### src/rtl/proc_ctrl_pkg.sv
// Shared constants and types for the multi-cycle processor control path.
// Holds opcode/ALU-op encodings, the sequencer state enum, the
// exception codes written into rstatus, and the regfile write-data
// mux encodings.
package proc_ctrl_pkg;

  localparam logic [4:0] OP_RTYPE = 5'b00000;
  localparam logic [4:0] OP_ADDI  = 5'b00101;
  localparam logic [4:0] OP_SW    = 5'b00111;
  localparam logic [4:0] OP_LW    = 5'b01000;

  localparam logic [4:0] ALU_ADD  = 5'b00000;
  localparam logic [4:0] ALU_SUB  = 5'b00001;
  localparam logic [4:0] ALU_AND  = 5'b00010;
  localparam logic [4:0] ALU_OR   = 5'b00011;
  localparam logic [4:0] ALU_SLL  = 5'b00100;
  localparam logic [4:0] ALU_SRA  = 5'b00101;

  typedef enum logic [2:0] {
    ST_FETCH,
    ST_DECODE,
    ST_EXEC,
    ST_MEM,
    ST_WB,
    ST_EXC
  } state_e;

  localparam logic [31:0] RS_ADD_OVF  = 32'd1;
  localparam logic [31:0] RS_ADDI_OVF = 32'd2;
  localparam logic [31:0] RS_SUB_OVF  = 32'd3;

  localparam logic [1:0] WSEL_ALU     = 2'd0;
  localparam logic [1:0] WSEL_DMEM    = 2'd1;
  localparam logic [1:0] WSEL_RSTATUS = 2'd2;

  // Exception code for an overflowing instruction. Only add, sub and
  // addi can reach the exception state, so anything that is not addi
  // and not sub is an add.
  function automatic logic [31:0] ovf_code(input logic is_addi,
                                           input logic [4:0] aluop);
    if (is_addi)
      return RS_ADDI_OVF;
    else if (aluop == ALU_SUB)
      return RS_SUB_OVF;
    else
      return RS_ADD_OVF;
  endfunction

endpackage

### src/rtl/insn_field_decode.sv
// Combinational instruction decoder.
// Slices the instruction register into its fields, sign-extends the
// 17-bit immediate and produces the class flags the sequencer uses.
// Ports:
//   ir          in   instruction register
//   rd/rs/rt    out  register fields
//   shamt       out  shift amount field
//   aluop       out  raw R-type function field
//   alu_sel     out  ALU op to drive (function field for R-type, add otherwise)
//   imm_ext     out  sign-extended immediate
//   is_rtype, is_load, is_store, is_mem, ovf_capable, illegal  out  class flags
module insn_field_decode
  import proc_ctrl_pkg::*;
#(
  parameter int DATA_W = 32
) (
  input  logic [31:0]       ir,
  output logic [4:0]        rd,
  output logic [4:0]        rs,
  output logic [4:0]        rt,
  output logic [4:0]        shamt,
  output logic [4:0]        aluop,
  output logic [4:0]        alu_sel,
  output logic [DATA_W-1:0] imm_ext,
  output logic              is_rtype,
  output logic              is_load,
  output logic              is_store,
  output logic              is_mem,
  output logic              ovf_capable,
  output logic              illegal
);

  logic [4:0] opcode;
  logic       is_addi;
  logic       rtype_ok;

  always_comb begin
    opcode   = ir[31:27];
    rd       = ir[26:22];
    rs       = ir[21:17];
    rt       = ir[16:12];
    shamt    = ir[11:7];
    aluop    = ir[6:2];
    imm_ext  = {{(DATA_W-17){ir[16]}}, ir[16:0]};

    is_rtype = (opcode == OP_RTYPE);
    is_addi  = (opcode == OP_ADDI);
    is_load  = (opcode == OP_LW);
    is_store = (opcode == OP_SW);
    is_mem   = is_load | is_store;

    // Only add..sra are implemented; other function codes are treated
    // like an unsupported opcode.
    rtype_ok = (aluop <= ALU_SRA);
    illegal  = !((is_rtype && rtype_ok) || is_addi || is_mem);

    // Loads and stores use the ALU to form imm + $rs.
    alu_sel  = is_rtype ? aluop : ALU_ADD;

    ovf_capable = (is_rtype && (aluop == ALU_ADD || aluop == ALU_SUB)) || is_addi;
  end

endmodule

### src/rtl/proc_cycle_sequencer.sv
// Multi-cycle control sequencer for the five-field 32-bit ISA core.
// Fetches through an imem req/ack handshake, decodes, then steps the ALU,
// data memory and regfile write port one stage per clock. Arithmetic
// overflow on add/sub/addi writes an exception code into rstatus ($30).
// Ports:
//   clock, reset                 single clock, synchronous active-high reset
//   imem_req/imem_ack/instr      instruction fetch handshake
//   pc_inc                       one-cycle PC advance pulse at retirement
//   rs_addr/rt_addr              regfile read addresses
//   alu_op/shamt/alu_bsel/imm_ext/alu_load/alu_overflow  ALU control
//   dmem_req/dmem_we/dmem_ack    data memory handshake
//   rf_we/rf_waddr/rf_wsel/rstatus  regfile write port control
//   illegal                      sticky unsupported-opcode flag
//   insn_count                   retired-instruction counter
module proc_cycle_sequencer
  import proc_ctrl_pkg::*;
#(
  parameter int DATA_W      = 32,
  parameter int RSTATUS_REG = 30,
  parameter int CNT_W       = 32
) (
  input  logic              clock,
  input  logic              reset,
  output logic              imem_req,
  input  logic              imem_ack,
  input  logic [31:0]       instr,
  output logic              pc_inc,
  output logic [4:0]        rs_addr,
  output logic [4:0]        rt_addr,
  output logic [4:0]        alu_op,
  output logic [4:0]        shamt,
  output logic              alu_bsel,
  output logic [DATA_W-1:0] imm_ext,
  output logic              alu_load,
  input  logic              alu_overflow,
  output logic              dmem_req,
  output logic              dmem_we,
  input  logic              dmem_ack,
  output logic              rf_we,
  output logic [4:0]        rf_waddr,
  output logic [1:0]        rf_wsel,
  output logic [DATA_W-1:0] rstatus,
  output logic              illegal,
  output logic [CNT_W-1:0]  insn_count
);

  state_e           state_q, state_d;
  logic [31:0]      ir_q, ir_d;
  logic             illegal_q, illegal_d;
  logic [CNT_W-1:0] cnt_q, cnt_d;
  // High for the cycle after any reset edge so every output, including
  // imem_req, stays low until the cycle after reset is released.
  logic             rst_hold_q, rst_hold_d;
  logic             drive_ops;

  logic [4:0]        dec_rd, dec_rs, dec_rt, dec_shamt, dec_aluop, dec_alu_sel;
  logic [DATA_W-1:0] dec_imm_ext;
  logic              dec_is_rtype, dec_is_load, dec_is_store, dec_is_mem;
  logic              dec_ovf_capable, dec_illegal;

  insn_field_decode #(
    .DATA_W (DATA_W)
  ) u_decode (
    .ir          (ir_q),
    .rd          (dec_rd),
    .rs          (dec_rs),
    .rt          (dec_rt),
    .shamt       (dec_shamt),
    .aluop       (dec_aluop),
    .alu_sel     (dec_alu_sel),
    .imm_ext     (dec_imm_ext),
    .is_rtype    (dec_is_rtype),
    .is_load     (dec_is_load),
    .is_store    (dec_is_store),
    .is_mem      (dec_is_mem),
    .ovf_capable (dec_ovf_capable),
    .illegal     (dec_illegal)
  );

  // State register
  always_ff @(posedge clock) begin
    if (reset) begin
      state_q    <= ST_FETCH;
      rst_hold_q <= 1'b1;
      illegal_q  <= 1'b0;
      cnt_q      <= '0;
    end else begin
      state_q    <= state_d;
      rst_hold_q <= rst_hold_d;
      illegal_q  <= illegal_d;
      cnt_q      <= cnt_d;
    end
  end

  // The instruction register is pure data and only loads on a fetch ack.
  always_ff @(posedge clock) begin
    ir_q <= ir_d;
  end

  // Next-state logic
  always_comb begin
    state_d    = state_q;
    ir_d       = ir_q;
    illegal_d  = illegal_q;
    cnt_d      = cnt_q;
    rst_hold_d = 1'b0;
    unique case (state_q)
      ST_FETCH: begin
        if (!rst_hold_q && imem_ack) begin
          ir_d    = instr;
          state_d = ST_DECODE;
        end
      end
      ST_DECODE: begin
        if (dec_illegal) begin
          illegal_d = 1'b1;
          state_d   = ST_FETCH;
        end else begin
          state_d   = ST_EXEC;
        end
      end
      ST_EXEC: begin
        if (dec_ovf_capable && alu_overflow)
          state_d = ST_EXC;
        else if (dec_is_mem)
          state_d = ST_MEM;
        else
          state_d = ST_WB;
      end
      ST_MEM: begin
        if (dmem_ack) begin
          if (dec_is_store) begin
            cnt_d   = cnt_q + CNT_W'(1);
            state_d = ST_FETCH;
          end else begin
            state_d = ST_WB;
          end
        end
      end
      ST_WB, ST_EXC: begin
        cnt_d   = cnt_q + CNT_W'(1);
        state_d = ST_FETCH;
      end
      default: state_d = ST_FETCH;
    endcase
  end

  // Output logic
  always_comb begin
    imem_req = 1'b0;
    pc_inc   = 1'b0;
    rs_addr  = '0;
    rt_addr  = '0;
    alu_op   = '0;
    shamt    = '0;
    alu_bsel = 1'b0;
    imm_ext  = '0;
    alu_load = 1'b0;
    dmem_req = 1'b0;
    dmem_we  = 1'b0;
    rf_we    = 1'b0;
    rf_waddr = '0;
    rf_wsel  = WSEL_ALU;
    rstatus  = '0;

    // Operand/ALU controls stay valid from decode through memory so the
    // datapath can use the store data and address in MEM.
    drive_ops = (state_q == ST_DECODE) || (state_q == ST_EXEC) || (state_q == ST_MEM);
    if (drive_ops) begin
      rs_addr  = dec_rs;
      rt_addr  = dec_is_store ? dec_rd : dec_rt;
      alu_op   = dec_alu_sel;
      shamt    = dec_shamt;
      alu_bsel = !dec_is_rtype;
      imm_ext  = dec_imm_ext;
    end

    unique case (state_q)
      ST_FETCH:  imem_req = !rst_hold_q;
      ST_DECODE: pc_inc   = dec_illegal;
      ST_EXEC:   alu_load = 1'b1;
      ST_MEM: begin
        dmem_req = 1'b1;
        dmem_we  = dec_is_store;
        pc_inc   = dmem_ack && dec_is_store;
      end
      ST_WB: begin
        rf_we    = (dec_rd != 5'd0);
        rf_waddr = dec_rd;
        rf_wsel  = dec_is_load ? WSEL_DMEM : WSEL_ALU;
        pc_inc   = 1'b1;
      end
      ST_EXC: begin
        rf_we    = 1'b1;
        rf_waddr = 5'(RSTATUS_REG);
        rf_wsel  = WSEL_RSTATUS;
        rstatus  = DATA_W'(ovf_code(!dec_is_rtype, dec_aluop));
        pc_inc   = 1'b1;
      end
      default: ;
    endcase
  end

  assign illegal    = illegal_q;
  assign insn_count = cnt_q;

endmodule

### config.mk
export PLATFORM = sky130hd
export DESIGN_NAME = proc_cycle_sequencer
export DESIGN_NICKNAME = d
export VERILOG_FILES = /design/src/rtl/proc_ctrl_pkg.sv /design/src/rtl/insn_field_decode.sv /design/src/rtl/proc_cycle_sequencer.sv
export SDC_FILE = /design/constraint.sdc
export NUM_CORES = 1
export LEC_CHECK = 0
export CORE_ASPECT_RATIO = 0.9
export CORE_MARGIN = 4
export CORE_UTILIZATION = 43
export CTS_CLUSTER_SIZE = 30
export DETAILED_ROUTE_END_ITERATION = 7
export PLACE_DENSITY = 0.81
export SKIP_LAST_GASP = 1
export SYNTH_ARGS = -nofsm -noshare
export SYNTH_HDL_FRONTEND = slang
export SYNTH_SLANG_ARGS = --single-unit
export TNS_END_PERCENT = 20
### constraint.sdc
create_clock -name clock -period 2.43 [get_ports clock]
set_input_delay 0.729 -clock clock [delete_from_list [all_inputs] [get_ports clock]]
set_output_delay 0.729 -clock clock [all_outputs]
set_load 0.02 [all_outputs]
==> results of run 1 <==
## registers in the layout, indices dropped and copies added (netlist names)
signal	count
ir_q	32
insn_count	32
state_q	3
illegal	1
rst_hold_q	1
## synthesized netlist by cell type (all sizes together) (3+ instances only)
cell type | n | share of area (%)
or4 | 6 | 1.1
or3 | 8 | 1.3
clkbuf | 11 | 1.0
inv | 10 | 0.95
buf | 61 | 11
nor2 | 40 | 3.8
mux2i | 6 | 1.5
and3 | 11 | 1.7
o41ai | 4 | 0.89
edfxtp | 32 | 24
o2111ai | 4 | 0.89
nand2 | 14 | 1.3
nand2b | 3 | 0.48
nor2b | 15 | 2.4
and4 | 7 | 1.6
nand4 | 7 | 1.1
mux2 | 14 | 4.0
nand3 | 13 | 1.7
dfxtp | 37 | 19
nor3 | 4 | 0.51
o21ai | 8 | 1.0
a21oi | 22 | 2.8
and2 | 30 | 4.8
o31ai | 7 | 1.3
nor4 | 16 | 4.4
## per-layer routing
metal | wire, µm | part of all wire, %
met1 | 4454 | 41
met2 | 5443 | 50
met3 | 735 | 6.8
met4 | 221 | 2.0
met5 | 0 | 0
## metrics by stage
step,setup TNS [ns],cells
2_1_floorplan,0,440
3_3_place_gp,-7.152,661
3_5_place_dp,-9.032,661
4_1_cts,-5.380,688
5_1_grt,-7.012,687
6_report,-1.232,687
## critical path: stages, from the launching register on
cell	delay, ns
dfxtp_2	0.41
buf_4	0.16
inv_1	0.08
nor3_1	0.20
clkdlybuf4s50_1	0.66
## final cells by class
cell class,count,area (µm²)
Fill cell,702,3058
Multi-Input combinational cell,289,1898
Sequential cell,69,1705
Timing Repair Buffer,184,1704
Tap cell,119,148.9
Clock buffer,12,145.1
Clock inverter,4,71.32
Inverter,10,37.54
## kinds of logic after synthesis
group | synth area share (%)
buffers and inverters | 13.14
other | 0.09515
XOR/XNOR | 0.2223
flip-flops | 43.17
AND/OR/NAND/NOR | 28.70
AO/OA/AOI/OAI | 8.825
multiplexers | 5.524
adder cells (fa/ha/maj) | 0.3174
## power by group through the flow
stage	registers, mW	clock network (mW)	logic (mW)
after floorplan	1.28	0	0.186
after global placement	1.28	0	0.289
after detailed placement	1.29	0	0.294
after CTS	1.26	1.05	0.295
after global routing	1.26	1.11	0.317
final	1.26	1.03	0.295
## what timing repair did
item,CTS,global route
setup buffers,11,0
pin swaps,4,4
gates resized for setup,101,24
setup endpoints to repair,68,87
hold buffers,0,0
## final timing paths
path	start	to	slack, ns	cells past startpoint
max	state_q[1]$_SDFFE_PP0P_	alu_load	-0.15	4
min	illegal$_SDFFE_PP0P_	illegal$_SDFFE_PP0P_	0.51	2
max reg2reg	ir_q[27]$_DFFE_PP_	insn_count[23]$_SDFFE_PP0P_	0.06	7
min reg2reg	illegal$_SDFFE_PP0P_	illegal$_SDFFE_PP0P_	0.51	2
==> impl_results.md, run 1 <==
- Sink Count: 69
- Antenna violation net count after detailed routing: 0
- Number of synthesized flops with an enable pin: 32
- Shortest period the worst path allows: 2.578 ns
- Max-slew violations: 0
- Most frequent cells in the layout: clkdlybuf4s50_1 (74), buf_4 (44), nor2_1 (38), dfxtp_1 (34), dlygate4sd2_1 (34)
- Global Route met1 Usage: 25.39%
- WP data required: 1.70 ns
- Synthesized flop and latch total: 69
- Number of cell rows: 32
- Avg Vias per Cell: 5.106
- Post-synthesis sequential area ratio: between 40% and 50%
- Final Setup Violations: 18
- Wire per inst: 15.80 µm
- Violated checks: negative setup slack
- Clk_skew: 0.01334 ns
- DRT iter0 DRCs: 188
- CP Data Arrival Time: 1.85 ns
- Part of the power in the clock network: 39.9%
- Die area: 10760 µm²
- Sw Ratio: 23.49%
- Grt peak-use layer: met2
- Seq pwr share: 48.7%
- Nets: 601
- Worst Hold Slack: 0.5087 ns
- Final core utilization: 65.13%
- Switch Pwr: around 0.61 mW
- Die width: roughly 110 µm
- Met2 GRT Util: between 30% and 40%
- First-pass DRT Iterations: 4
- Input/output buffers: around 140
- CTS Buf Count: 9
- Initial core utilization: 44.95%
- Synth Cell Area: slightly below 4000 µm²
- M3 GR Usage: 4.781%
- TritonCTS clock tree: done
- Setup WS pre-CTS: -0.7057 ns
- IO Count: 168
- Hold WC Path Type: register to register
- Kind of critical path: register to output pin
- Total grt overflow: 0
- Mean post-synth cell area: about 9.6 µm²
- Later-pin clock latency in the skew report: 0.35 ns
- Area Overhead vs Synth: 44.89%
- Vias in the first global route: around 3500
- VDD IR-drop max: around 0.34 mV
- Worst setup margin: -0.1481 ns
- Yosys cell types: 49
- Post-synth ARST share: 0%
- Antenna cell count: 0
- Clock Path Buffers: 2
- Share of layout cells above drive strength 1: 17.96%
- Final Hold Viols: 0
- Total track usage: approximately a fifth
- Clk pin slew, worst setup/hold paths: 0.07 ns
- Pwr Density: 453.2 nW/µm²
- CP endpoint kind: output pin
- Startpoint Class: register
- Clk root buf: clkbuf_8
- Core Region: 8768 µm²
- Top_reg_cell synth: dfxtp_1
- Routed wire length: 10850 µm
- DP HPWL: 8046 µm
- Commonest non-fill, non-tap cell in the layout: clkdlybuf4s50_1
- Die Span Y: roughly 99 µm
- Maxcap violations: 0
- Placed cell areas: 5395 µm²
- Leak: 2.623 nW
- Synth Warn #: 0
- Gpl congestion: 0.8627
- H-Tree Level Count: 3
- Gate Count Post-Synth: 411
- Routed via count: 3508
- Period utilization: 106.1%
- Initial antenna violation count: 0
- Remaining routing DRC violations: 0
- Finished Cell Area: 5710 µm²
- Total power: 2.588 mW
- Largest fanout on the critical path: 6
- RSZ-0062 raised after global routing: true
- Cell internal pwr: 1.980 mW
- First-pass GRT wire length: 17390 µm
- Peak Freq: 387.9 MHz
- Status: finished, violations left
- Combinational Power Share: 11.4%
- Largest net degree at the start of global routing: 45
Power figures use the tool's default switching activity.
==> inputs of run 2 (changes only) <==
--- a/config.mk
+++ b/config.mk
@@ -5,6 +5,7 @@
 export SDC_FILE = /design/constraint.sdc
 export NUM_CORES = 1
 export LEC_CHECK = 0
+export ABC_AREA = 0
 export CORE_ASPECT_RATIO = 0.9
 export CORE_MARGIN = 4
 export CORE_UTILIZATION = 43
==> results of run 2 <==
Final layout, timing and power as in run 1 (identical DEF).
==> inputs of run 3 (changes only) <==
--- a/config.mk
+++ b/config.mk
@@ -16,4 +16,4 @@
 export SYNTH_ARGS = -nofsm -noshare
 export SYNTH_HDL_FRONTEND = slang
 export SYNTH_SLANG_ARGS = --single-unit
-export TNS_END_PERCENT = 20
+export TNS_END_PERCENT = 10
==> impl_results.md, run 3 (synthesis results as in run 1) <==
- Shortest period the worst path allows: around 2.7 ns
- Maxcap violations: 0
- Routed via count: 3565
- Final Setup Violations: 39
- VDD IR-drop max: 0.3471 mV
- Antenna violation net count after detailed routing: 0
- CP endpoint kind: output pin
- Status: finished, violations left
- Die Span Y: around 100 µm
- Wire per inst: 15.85 µm
- Worst-path cell chain: buf_4, nand2b_1, buf_4, a21oi_1, clkdlybuf4s50_1
- Die width: roughly 110 µm
- CP Data Arrival Time: 1.93 ns
- WP data required: between 1.5 and 2 ns
- RSZ-0062 raised after global routing: true
- CTS Buf Count: 9
- Delay of the slowest cell on the worst path: roughly 0.63 ns
- Sink Count: slightly below 70
- Clk root buf: clkbuf_8
- Die area: 10760 µm²
- Clk_skew: 0.01113 ns
- Most used cell, CP: buf_4
- Number of cell rows: 32
- Worst Hold Slack: 0.5115 ns
- Placed cell areas: 5395 µm²
- Largest fanout on the critical path: 7
- Period utilization: 109.3%
- Commonest non-fill, non-tap cell in the layout: clkdlybuf4s50_1
- Routed wire length: about 11000 µm
- Hold WC Path Type: register to register
- Setup TNS: -4.050 ns
- TritonCTS clock tree: done
- Remaining routing DRC violations: 0
- Most frequent cells in the layout: clkdlybuf4s50_1 (84), buf_4 (44), dlygate4sd2_1 (40), nor2_1 (38), dfxtp_1 (34)
- Total grt overflow: 0
- Leak: 2.443 nW
- Kind of critical path: register to output pin
- Area Overhead vs Synth: 44.25%
- Avg Vias per Cell: 5.189
- Antenna cell count: 0
- Share of layout cells above drive strength 1: 16.55%
- Peak Freq: roughly 380 MHz
- IO Count: between 150 and 200
- Largest net degree at the start of global routing: 45
- Final core utilization: 64.84%
- Initial antenna violation count: 0
- Violated checks: negative setup slack
- Initial core utilization: roughly 45%
- Gpl congestion: 0.8627
- Hold buffer count at CTS: 0
- Total track usage: 20.21%
- DP HPWL: just over 8000 µm
- First-pass DRT Iterations: 4
- Total power: 2.590 mW
- First-pass GRT wire length: 17310 µm
- Nets: 601
- Startpoint Class: register
- Final Hold Viols: 0
- Worst path slowest cell: clkdlybuf4s50_1
- Finished Cell Area: 5685 µm²
- Clock Path Buffers: 2
- Pwr Density: 455.5 nW/µm²
- Clk pin slew, worst setup/hold paths: 0.07 ns
- H-Tree Level Count: 3
- Vias in the first global route: 3435
- Core Region: approximately 9000 µm²
- DRT iter0 DRCs: 245
- Worst setup margin: -0.2262 ns
- Input/output buffers: 137
- Later-pin clock latency in the skew report: 0.34 ns
- Max-slew violations: 0
## run 3: area by class of cell
type / instances / area, µm²
timing repair buffer: 184 / 1689
inverter: 10 / 37.54
fill: 707 / 3083
multi-input combinational: 289 / 1888
sequential: 69 / 1705
tap: 119 / 148.9
clock inverter: 4 / 71.32
clock buffer: 12 / 145.1
## run 3: critical path: cells and delay by family (launching register included)
kind | cells | cell delay [ns]
AND/OR/NAND/NOR | 1 | 0.11
flip-flops | 1 | 0.40
AO/OA/AOI/OAI | 1 | 0.12
buffers and inverters | 3 | 0.95
## run 3: worst paths after layout
kind                            slack (ns)  cells past startpoint                           to                     from
worst max register to register       -0.03                      7  insn_count[23]$_SDFFE_PP0P_       ir_q[30]$_DFFE_PP_
worst min-delay path                  0.51                      2         illegal$_SDFFE_PP0P_     illegal$_SDFFE_PP0P_
worst max-delay path                 -0.23                      5                        rf_we  state_q[2]$_SDFFE_PP0P_
worst min register to register        0.51                      2         illegal$_SDFFE_PP0P_     illegal$_SDFFE_PP0P_
## run 3: timing repair
action,4_1_cts,5_1_grt
hold endpoints to repair,0,0
setup endpoints to repair,68,87
gates resized for setup,80,13
setup buffers,7,3
pin swaps,3,2
## run 3: layer usage
| layer | global-route usage (%) | wire (µm) |
|---|---|---|
| met5 | 0 | 0 |
| met4 | 7.864 | 235 |
| met3 | 4.060 | 758 |
| met2 | 34.18 | 5498 |
| met1 | 25.14 | 4395 |
## run 3: per-stage QoR
step           setup WS [ns]  instances
2_1_floorplan        0.04159        440
3_3_place_gp         -0.6971        661
3_5_place_dp         -0.7057        661
4_1_cts              -0.2576        684
5_1_grt              -0.3221        687
6_report             -0.2262        687
## run 3: where the power goes
group	internal, mW	leakage (nW)	switching (mW)	total [mW]
Sequential	1.25	0.599	0.0155	1.26
Clock	0.604	0.104	0.429	1.03
Combinational	0.133	1.74	0.164	0.297
Total	1.98	2.44	0.608	2.59
